==> src/rtl/ss_pkt_sink.sv <==
// ss stream receive endpoint: DEPTH-beat buffer with a first-word-fall-through read port.
// Define SS_PKT_SINK_DROP_EN for store-and-forward operation with whole-packet drop on overflow.
module ss_pkt_sink #(
  parameter int unsigned DATA_W = 64,
  parameter int unsigned USER_W = 1,
  parameter int unsigned DEPTH  = 16,
  localparam int unsigned AW     = $clog2(DEPTH),
  localparam int unsigned KEEP_W = DATA_W / 8
) (
  input  logic              clk,
  input  logic              rst,
  input  logic              s_valid,
  output logic              s_ready,
  input  logic [DATA_W-1:0] s_data,
  input  logic [KEEP_W-1:0] s_keep,
  input  logic              s_last,
  input  logic [USER_W-1:0] s_user,
  input  logic              rd_en,
  output logic              rd_valid,
  output logic [DATA_W-1:0] rd_data,
  output logic [KEEP_W-1:0] rd_keep,
  output logic              rd_last,
  output logic [USER_W-1:0] rd_user,
  output logic [AW:0]       pkt_cnt,
  output logic [15:0]       drop_cnt
);

  localparam int unsigned EW      = DATA_W + KEEP_W + 1 + USER_W;
  localparam logic [AW:0] PtrOne  = (AW+1)'(1);
  localparam logic [AW:0] PtrFull = (AW+1)'(DEPTH);

  logic [EW-1:0] r_mem [DEPTH];
  logic [AW:0]   r_wr_ptr;
  logic [AW:0]   r_rd_ptr;
  logic [AW:0]   r_pkt_cnt;
  logic          r_run;

  logic [AW:0]   w_commit_ptr;
  logic [AW:0]   w_fill;
  logic          w_full;
  logic          w_empty;
  logic          w_acc;
  logic          w_pop;
  logic          w_wr_en;
  logic          w_pkt_inc;
  logic          w_pkt_dec;
  logic [EW-1:0] w_head;

  // Both flags come from registered pointers only, so s_ready never depends on s_valid or rd_en.
  assign w_fill  = r_wr_ptr - r_rd_ptr;
  assign w_full  = (w_fill == PtrFull);
  assign w_empty = (w_commit_ptr == r_rd_ptr);

  assign w_acc  = s_valid && s_ready;
  assign w_pop  = rd_en && rd_valid;
  assign w_head = r_mem[r_rd_ptr[AW-1:0]];

  assign rd_valid = !w_empty;
  assign {rd_data, rd_keep, rd_last, rd_user} = w_head;
  assign pkt_cnt   = r_pkt_cnt;
  assign w_pkt_dec = w_pop && rd_last;

  // Holds s_ready low throughout reset and releases it on the first clock afterwards.
  always_ff @(posedge clk or negedge rst) begin
    if (!rst) begin
      r_run <= 1'b0;
    end else begin
      r_run <= 1'b1;
    end
  end

  // Storage is not reset; rd_* are don't-care while rd_valid is low.
  always_ff @(posedge clk) begin
    if (w_wr_en) begin
      r_mem[r_wr_ptr[AW-1:0]] <= {s_data, s_keep, s_last, s_user};
    end
  end

  always_ff @(posedge clk or negedge rst) begin
    if (!rst) begin
      r_rd_ptr <= '0;
    end else if (w_pop) begin
      r_rd_ptr <= r_rd_ptr + PtrOne;
    end
  end

  always_ff @(posedge clk or negedge rst) begin
    if (!rst) begin
      r_pkt_cnt <= '0;
    end else begin
      unique case ({w_pkt_inc, w_pkt_dec})
        2'b10:   r_pkt_cnt <= r_pkt_cnt + PtrOne;
        2'b01:   r_pkt_cnt <= r_pkt_cnt - PtrOne;
        default: r_pkt_cnt <= r_pkt_cnt;
      endcase
    end
  end

`ifdef SS_PKT_SINK_DROP_EN

  typedef enum logic {StPass, StDrop} state_e;

  state_e      r_state;
  logic [AW:0] r_commit_ptr;
  logic [15:0] r_drop_cnt;
  logic [15:0] w_drop_inc;

  // Overflow is handled by dropping, so the sink never backpressures outside reset.
  assign s_ready      = r_run;
  assign w_wr_en      = w_acc && (r_state == StPass) && !w_full;
  assign w_pkt_inc    = w_wr_en && s_last;
  assign w_commit_ptr = r_commit_ptr;
  assign drop_cnt     = r_drop_cnt;
  assign w_drop_inc   = (r_drop_cnt == 16'hFFFF) ? r_drop_cnt : r_drop_cnt + 16'd1;

  always_ff @(posedge clk or negedge rst) begin
    if (!rst) begin
      r_state      <= StPass;
      r_wr_ptr     <= '0;
      r_commit_ptr <= '0;
      r_drop_cnt   <= '0;
    end else begin
      unique case (r_state)
        StPass: begin
          if (w_acc) begin
            if (!w_full) begin
              r_wr_ptr <= r_wr_ptr + PtrOne;
              if (s_last) begin
                r_commit_ptr <= r_wr_ptr + PtrOne;
              end
            end else begin
              // Rewind over the partial packet; the rest of it is swallowed in StDrop.
              r_wr_ptr <= r_commit_ptr;
              if (s_last) begin
                r_drop_cnt <= w_drop_inc;
              end else begin
                r_state <= StDrop;
              end
            end
          end
        end
        StDrop: begin
          if (w_acc && s_last) begin
            r_drop_cnt <= w_drop_inc;
            r_state    <= StPass;
          end
        end
      endcase
    end
  end

`else

  assign s_ready      = r_run && !w_full;
  assign w_wr_en      = w_acc;
  assign w_pkt_inc    = w_acc && s_last;
  assign w_commit_ptr = r_wr_ptr;
  assign drop_cnt     = 16'd0;

  always_ff @(posedge clk or negedge rst) begin
    if (!rst) begin
      r_wr_ptr <= '0;
    end else if (w_wr_en) begin
      r_wr_ptr <= r_wr_ptr + PtrOne;
    end
  end

`endif

endmodule

==> config.mk <==
export PLATFORM = sky130hd
export DESIGN_NAME = ss_pkt_sink
export DESIGN_NICKNAME = d
export VERILOG_FILES = /design/src/rtl/ss_pkt_sink.sv
export SDC_FILE = /design/constraint.sdc
export NUM_CORES = 1
export LEC_CHECK = 0
export CORE_AREA = 2 2 278 280
export DETAILED_ROUTE_END_ITERATION = 6
export DIE_AREA = 0 0 280 282
export GPL_ROUTABILITY_DRIVEN = 0
export MAX_ROUTING_LAYER = met4
export PLACE_DENSITY_LB_ADDON = 0.08
export SLEW_MARGIN = 30
export SYNTH_ARGS = -nofsm -noshare
export SYNTH_HDL_FRONTEND = slang
export SYNTH_SLANG_ARGS = --single-unit
==> constraint.sdc <==
create_clock -name clk -period 12.5 [get_ports clk]
set_input_delay 2.5 -clock clk [delete_from_list [all_inputs] [get_ports clk]]
set_output_delay 2.5 -clock clk [all_outputs]
set_load 0.005 [all_outputs]
==> results of run 1 <==
[per-stage QoR]
step	cell area (um^2)	utilization, %	hold WS, ns
after floorplan	46100	-	0.464
after global placement	48700	64.3	0.455
after detailed placement	48800	64.4	0.466
after CTS	52200	69.0	0.477
after global routing	52300	69.1	0.501
final	52300	69.1	0.469
[cell type report]
cell class	count	area [um^2]	share of cell area, %
timing repair buffer	208	2050	3.92
sequential	1200	36000	68.8
multi-input combinational	503	9510	18.2
inverter	11	48.8	0.0933
antenna	8	20.0	0.0383
tap	978	1220	2.34
clock inverter	61	440	0.842
clock buffer	147	3020	5.78
[worst min-delay path by stage]
stage	depth (start not counted)	endpoint	slack [ns]
CTS	1	pkt_cnt[4]	0.48
global placement	1	pkt_cnt[4]	0.45
finish	1	pkt_cnt[4]	0.47
global route	1	pkt_cnt[4]	0.50
floorplan	1	r_rd_ptr[4]	0.46
detailed placement	1	pkt_cnt[4]	0.47
[where the power goes]
group | leakage [uW] | switching [uW] | total (uW) | internal [uW]
logic | 0.00387 | 1460 | 3240 | 1780
clock network | 0.00169 | 1400 | 3220 | 1820
registers | 0.0108 | 163 | 4810 | 4650
[layout by cell type (no fill, tap or decap), drive strengths merged, types with 12 or more instances in the layout]
cell / netlist / layout
mux4: 370 / 370
conb: 2 / 17
inv: 11 / 12
dfrtp: 16 / 16
clkdlybuf4s50: 0 / 158
buf: 75 / 50
edfxtp: 1184 / 1184
clkinv: 0 / 51
ha: 13 / 13
clkbuf: 28 / 147
nand2: 19 / 19
[registers in the layout, indices dropped and copies added, names as in the netlist]
name and cells:
pkt_cnt 5, r_mem 1184, r_rd_ptr 5, r_run 1, r_wr_ptr 5
[cell usage after synthesis]
library cell  instances
edfxtp_1           1184
mux4_2              326
mux4_1               44
clkbuf_1             28
buf_4                24
buf_6                20
nand2_1              19
buf_2                18
dfrtp_1              16
ha_1                 13
buf_1                11
inv_1                11
a21oi_1               8
nor2_1                8
nor4_1                8
nand3_1               7
xnor2_1               7
xor2_1                6
nor3_1                5
a211o_1               4
nand4_1               3
o21ai_0               3
a21o_1                2
and2_1                2
and3_1                2
buf_12                2
conb_1                2
mux2_2                2
o41ai_4               2
a211oi_1              1
a21oi_2               1
a221o_1               1
a31oi_1               1
and4_1                1
fa_1                  1
nand2b_1              1
nand3b_1              1
nor2b_1               1
nor3b_1               1
o21ai_1               1
o21bai_1              1
o31a_1                1
or3_1                 1
xor2_2                1
[metal layers]
metal	part of all wire (%)	wire length, um	track usage (%)	up-vias
li1	-	-	-	8350
met1	40	38200	35.3	11000
met2	51	48900	40.9	774
met3	7.2	6900	4.63	146
met4	2.1	2000	6.31	0
met5	0	0	-	-
[worst max-delay path, cell delays in order, from the launching register on]
cell and delay, ns:
dfrtp_4 0.67, buf_4 0.68, buf_4 0.80, mux4_2 0.61, mux4_2 0.54, clkdlybuf4s50_1 0.50
[cell families after synthesis]
group | after synthesis | synth area share, %
other | 2 | 0.0163
AO/OA/AOI/OAI | 26 | 0.465
AND/OR/NAND/NOR | 60 | 0.647
flip-flops | 1200 | 78.1
adder cells (fa/ha/maj) | 14 | 0.397
buffers and inverters | 114 | 1.57
multiplexers | 372 | 18.5
XOR/XNOR | 14 | 0.283
==> metrics.md, run 1 <==
| Metric | Value |
|---|---|
| Reg2Reg Setup Slack | `7.53 ns` |
| Port bufs | `around 160` |
| Worst hold start | `pkt_cnt[4]` |
| Setup bufs post-CTS | `0` |
| Io pins | `around 180` |
| Top achievable clock speed | `142 MHz` |
| Core area | `0.0757 mm^2` |
| Tcrit/Tclk final | `56.3%` |
| Outcome | `completed` |
| Synth warn | `0` |
| Cell variety after synth | `44` |
| Tmin final | `7.03 ns` |
| # Max-Cap Violations | `0` |
| Clock Skew | `0.0265 ns` |
| Clk_lat worst skew | `0.67 ns` |
| Clock Tree Root | `clkbuf_16` |
| Cell taking the most area after synthesis | `edfxtp_1` |
| Startpoint types | `register` |
| First-pass GRT wire length | `140,000 um` |
| Clk sinks | `between 1,000 and 1,500` |
| Die ar. | `0.0790 mm^2` |
| Clock transition at path regs | `roughly 0.060 ns` |
| Layout cells sized above 1 | `25.8%` |
| Crit path kind | `reg2out` |
| Power, Total | `around 11,000 uW` |
| Largest net degree at the start of global routing | `167` |
| Vias per Instance | `6.49` |
| RSZ-0062 raised after global routing | `false` |
| Fin nets | `2,131` |
| R2R cell count | `10` |
| Register area share after synthesis | `between 70% and 80%` |
| Row count | `101` |
| Required time worst endpoint | `10.00 ns` |
| DRT iter0 DRCs | `2,088` |
| Die Height | `282 um` |
| Fillers | `4,498` |
| Post-synthesis register bit count | `1,200` |
| CTS Buffer Depth | `3` |
| Initial Util | `between 60 and 70%` |
| DIE WIDTH | `280 um` |
| Share of the synthesized area in the top cell type | `77.2%` |
| Total gr overflow | `0` |
| Setup violators final | `0` |
| Pwr dens | `between 200 and 250 mW/mm^2` |
| Post-cts sizing count | `0` |
| Fin cells | `3,116` |
| Reg2reg end | `r_mem[13][43]` |
| Total CTS buffers | `115` |
| Worst setup path startpoint | `r_rd_ptr[0]` |
| Max IR drop VDD | `0.000172 V` |
| Reg2Reg Launch Point | `r_rd_ptr[1]` |
| Slew Viols, Final | `0` |
| Mapped cell area | `0.0460 mm^2` |
| Final wirelength | `slightly below 100,000 um` |
| Cts hold-fix bufs | `0` |
| Fin. Hold Viols | `0` |
| Max_slew headroom | `33.8%` |
| Detailed Routing Iterations Pass 1 | `7` |
| DRC | `0` |
| Number of global-route vias before repair | `20,700` |
| Kind of path behind the tightest hold check | `reg2reg` |
| Post-route ant nets | `0` |
| Vias | `20,200` |
| Syn Area/Cell | `25.5 um^2` |
| HPWL after DPL | `47,700 um` |
| Final setup margin | `5.47 ns` |
| Routed WL per cell | `30.8 um` |
| CP Capture Type | `output pin` |
| Crit path max fanout | `44` |
| CTS tree | `built` |
| Inst Count DP | `2,899` |
| Worst-margin pin slew | `0.993 ns` |
| Leak | `around 0.016 uW` |
| Worst Setup EP | `rd_data[49]` |
| Setup TNS | `0 ns` |
| Overall global routing resource usage | `25.7%` |
| Arr. time, crit path | `roughly 4.5 ns` |
| Syn Inst Count | `1,802` |
| Layout area overhead | `13.6%` |
| Post-Place Worst Slack | `6.03 ns` |
| Synth top area cells | `edfxtp_1 (77%), mux4_2 (16%), mux4_1 (2.5%), dfrtp_1 (0.87%), buf_6 (0.49%)` |
| H-Tree Level Count | `3` |
| Initial antenna violation count | `7` |
Power figures use the tool's default switching activity.
==> inputs of run 2 (changes only) <==
==> constraint.sdc (replaced) <==
create_clock -name clk -period 7.15 [get_ports clk]
set_input_delay 1.43 -clock clk [delete_from_list [all_inputs] [get_ports clk]]
set_output_delay 1.43 -clock clk [all_outputs]
set_load 0.005 [all_outputs]
==> run 2 against run 1 <==
Compared with the run above: non-clock buffer count decreased by 6; total power increased by 77%; routed wire length decreased by 1.4%; final area increased by 0.66%; critical path depth increased by 3; highest routed layer unchanged; sequential share of layout area decreased by 0.45 points; clock power increased by 82%; largest power group unchanged; register-to-register slack got worse by 4.9 ns.
==> metrics.md, run 2 (synthesized netlist as in run 1, its figures left out) <==
| Metric | Value |
|---|---|
| Layout area overhead | `14.3%` |
| Seq pwr share | `42.2% (-0.5 points)` |
| R2R cell count | `14 (+4)` |
| CTS tree | `built` |
| HPWL after DPL | `45,000 um (-5.6%)` |
| Cts hold-fix bufs | `0 (unchanged)` |
| H-Tree Level Count | `3 (unchanged)` |
| Crit path kind | `reg2out` |
| Clock share of power | `29.3% (+0.7 points)` |
| Row count | `101 (unchanged)` |
| Hold Path Depth | `1 (unchanged)` |
| Required time worst endpoint | `5.72 ns (-4.28 ns)` |
| Crit path max fanout | `49 (+11%)` |
| CTS Buffer Depth | `3 (unchanged)` |
| Hold EP | `pkt_cnt[4]` |
| Clk_lat worst skew | `0.67 ns (about the same)` |
| DRC | `0 (unchanged)` |
| Worst-margin pin slew | `0.938 ns (-0.0552 ns)` |
| Final wirelength | `94,700 um (-1.4%)` |
| Number of global-route vias before repair | `21,000 (+1.2%)` |
| Fin. Hold Viols | `0 (unchanged)` |
| Vias | `20,000 (-1.1%)` |
| Tcrit/Tclk final | `roughly three quarters` |
| RSZ-0062 raised after global routing | `false` |
| Setup TNS | `0 ns (unchanged)` |
| Total CTS buffers | `116 (+0.87%)` |
| Logic pwr share | `28.5% (-0.3 points)` |
| Arr. time, crit path | `3.99 ns (-0.54 ns)` |
| Layout cells sized above 1 | `26.1% (+0.36 points)` |
| Outcome | `completed` |
| Clk sinks | `1,200 (unchanged)` |
| Top achievable clock speed | `185 MHz` |
| Reg2reg end | `pkt_cnt[4]` |
| Die Height | `282 um (unchanged)` |
| Detailed Routing Iterations Pass 1 | `6 (-1)` |
| Clock Tree Root | `clkbuf_16` |
| Max_slew headroom | `37.5% (+3.7 points)` |
| Port bufs | `158 (unchanged)` |
| Initial antenna violation count | `7 (unchanged)` |
| Max IR drop VDD | `0.000250 V (+46%)` |
| Power, Total | `19,900 uW (+77%)` |
| Clock Skew | `0.0160 ns (-0.0105 ns)` |
| Total gr overflow | `0 (unchanged)` |
| DIE WIDTH | `280 um (unchanged)` |
| Internal cell power | `14,600 uW (+77%)` |
| Tmin final | `5.42 ns` |
| Io pins | `175 (unchanged)` |
| Largest net degree at the start of global routing | `143 (-14%)` |
| Leak | `0.0165 uW (+0.72%)` |
| # Max-Cap Violations | `0 (unchanged)` |
| Setup bufs post-CTS | `0 (unchanged)` |
| Switching share of power | `26.6% (-0.20 points)` |
| Max FFs per register | `1,184 (unchanged)` |
| Reg2Reg Launch Point | `r_rd_ptr[3]` |
| Kind of path behind the tightest hold check | `reg2reg` |
| Pwr dens | `379 mW/mm^2 (+76%)` |
| CP Capture Type | `output pin` |
| Core area | `0.0757 mm^2 (unchanged)` |
| Worst hold start | `pkt_cnt[4]` |
| First-pass GRT wire length | `140,000 um (about the same)` |
| Hold slack | `0.476 ns (+0.00775 ns)` |
| DRT iter0 DRCs | `1,838 (-12%)` |
| Fin nets | `2,126 (-0.23%)` |
| Reg2Reg Setup Slack | `2.62 ns (-4.91 ns)` |
| Post-cts sizing count | `0 (unchanged)` |
| Die ar. | `0.0790 mm^2 (unchanged)` |
| Commonest non-fill, non-tap cell in the layout | `edfxtp_1` |
| Setup violators final | `0 (unchanged)` |
| Slew Viols, Final | `0 (unchanged)` |
| Startpoint types | `register` |
| Post-route ant nets | `0 (unchanged)` |
| Clock transition at path regs | `0.06 ns (about the same)` |
| Vias per Instance | `6.41 (-1.2%)` |
| NetSw | `5310 uW (+75%)` |
| Overall global routing resource usage | `25.6% (-0.062 points)` |
| Routed WL per cell | `30.4 um (-1.5%)` |
| Initial Util | `60.8% (unchanged)` |
| Most frequent cells in the layout | `edfxtp_1 (1,184), mux4_2 (326), clkdlybuf4s50_1 (158)` |
==> run 2: critical path: stages (launching register included) <==
cell and delay, ns:
dfrtp_1 0.47, inv_8 0.52, ha_1 0.43, a21oi_1 0.16, o21ai_1 0.12, xor2_2 0.24, o41ai_4 0.78, inv_1 0.11
clkdlybuf4s50_1 0.47
==> run 2: metrics by stage <==
step	utilization, %	cells	setup slack, ns	instance area (um^2)
finish	69.5	3117	1.73	52600
global route	69.5	3116	1.47	52600
CTS	69.5	3109	1.49	52600
detailed placement	64.6	2894	2.22	48900
global placement	64.5	2891	2.20	48800
floorplan	-	1817	-2.80	46100
==> run 2: area by class of cell <==
type | count | area, um^2
Timing Repair Buffer | 202 | 2170
Multi-Input combinational cell | 503 | 9530
Sequential cell | 1200 | 36000
Inverter | 11 | 48.8
Fill cell | 4452 | 23100
Antenna cell | 8 | 20.0
Clock inverter | 67 | 542
Clock buffer | 148 | 3130
Tap cell | 978 | 1220
==> run 2: worst max path at each step <==
stage,cells after the start,startpoint,to
floorplan,9,r_rd_ptr[2],r_mem[0][0]
finish,8,r_rd_ptr[2],s_ready
global placement,8,r_rd_ptr[2],s_ready
global route,8,r_rd_ptr[2],s_ready
CTS,8,r_rd_ptr[2],s_ready
detailed placement,8,r_rd_ptr[2],s_ready
==> run 2: layer usage <==
layer / vias to the layer above / GRT usage [%] / wire [um]
li1: 8348 / - / -
met1: 10900 / 34.6 / 38700
met2: 601 / 41.3 / 48600
met3: 132 / 4.57 / 5290
met4: 0 / 6.44 / 2030
met5: - / - / 0
==> run 2: power groups by stage <==
stage	clock [uW]	sequential [uW]	combinational [uW]
finish	5850	8400	5670
global route	6220	8440	6070
CTS	5960	8400	5800
detailed placement	0	8550	5760
global placement	0	8530	5730
floorplan	0	8390	3900
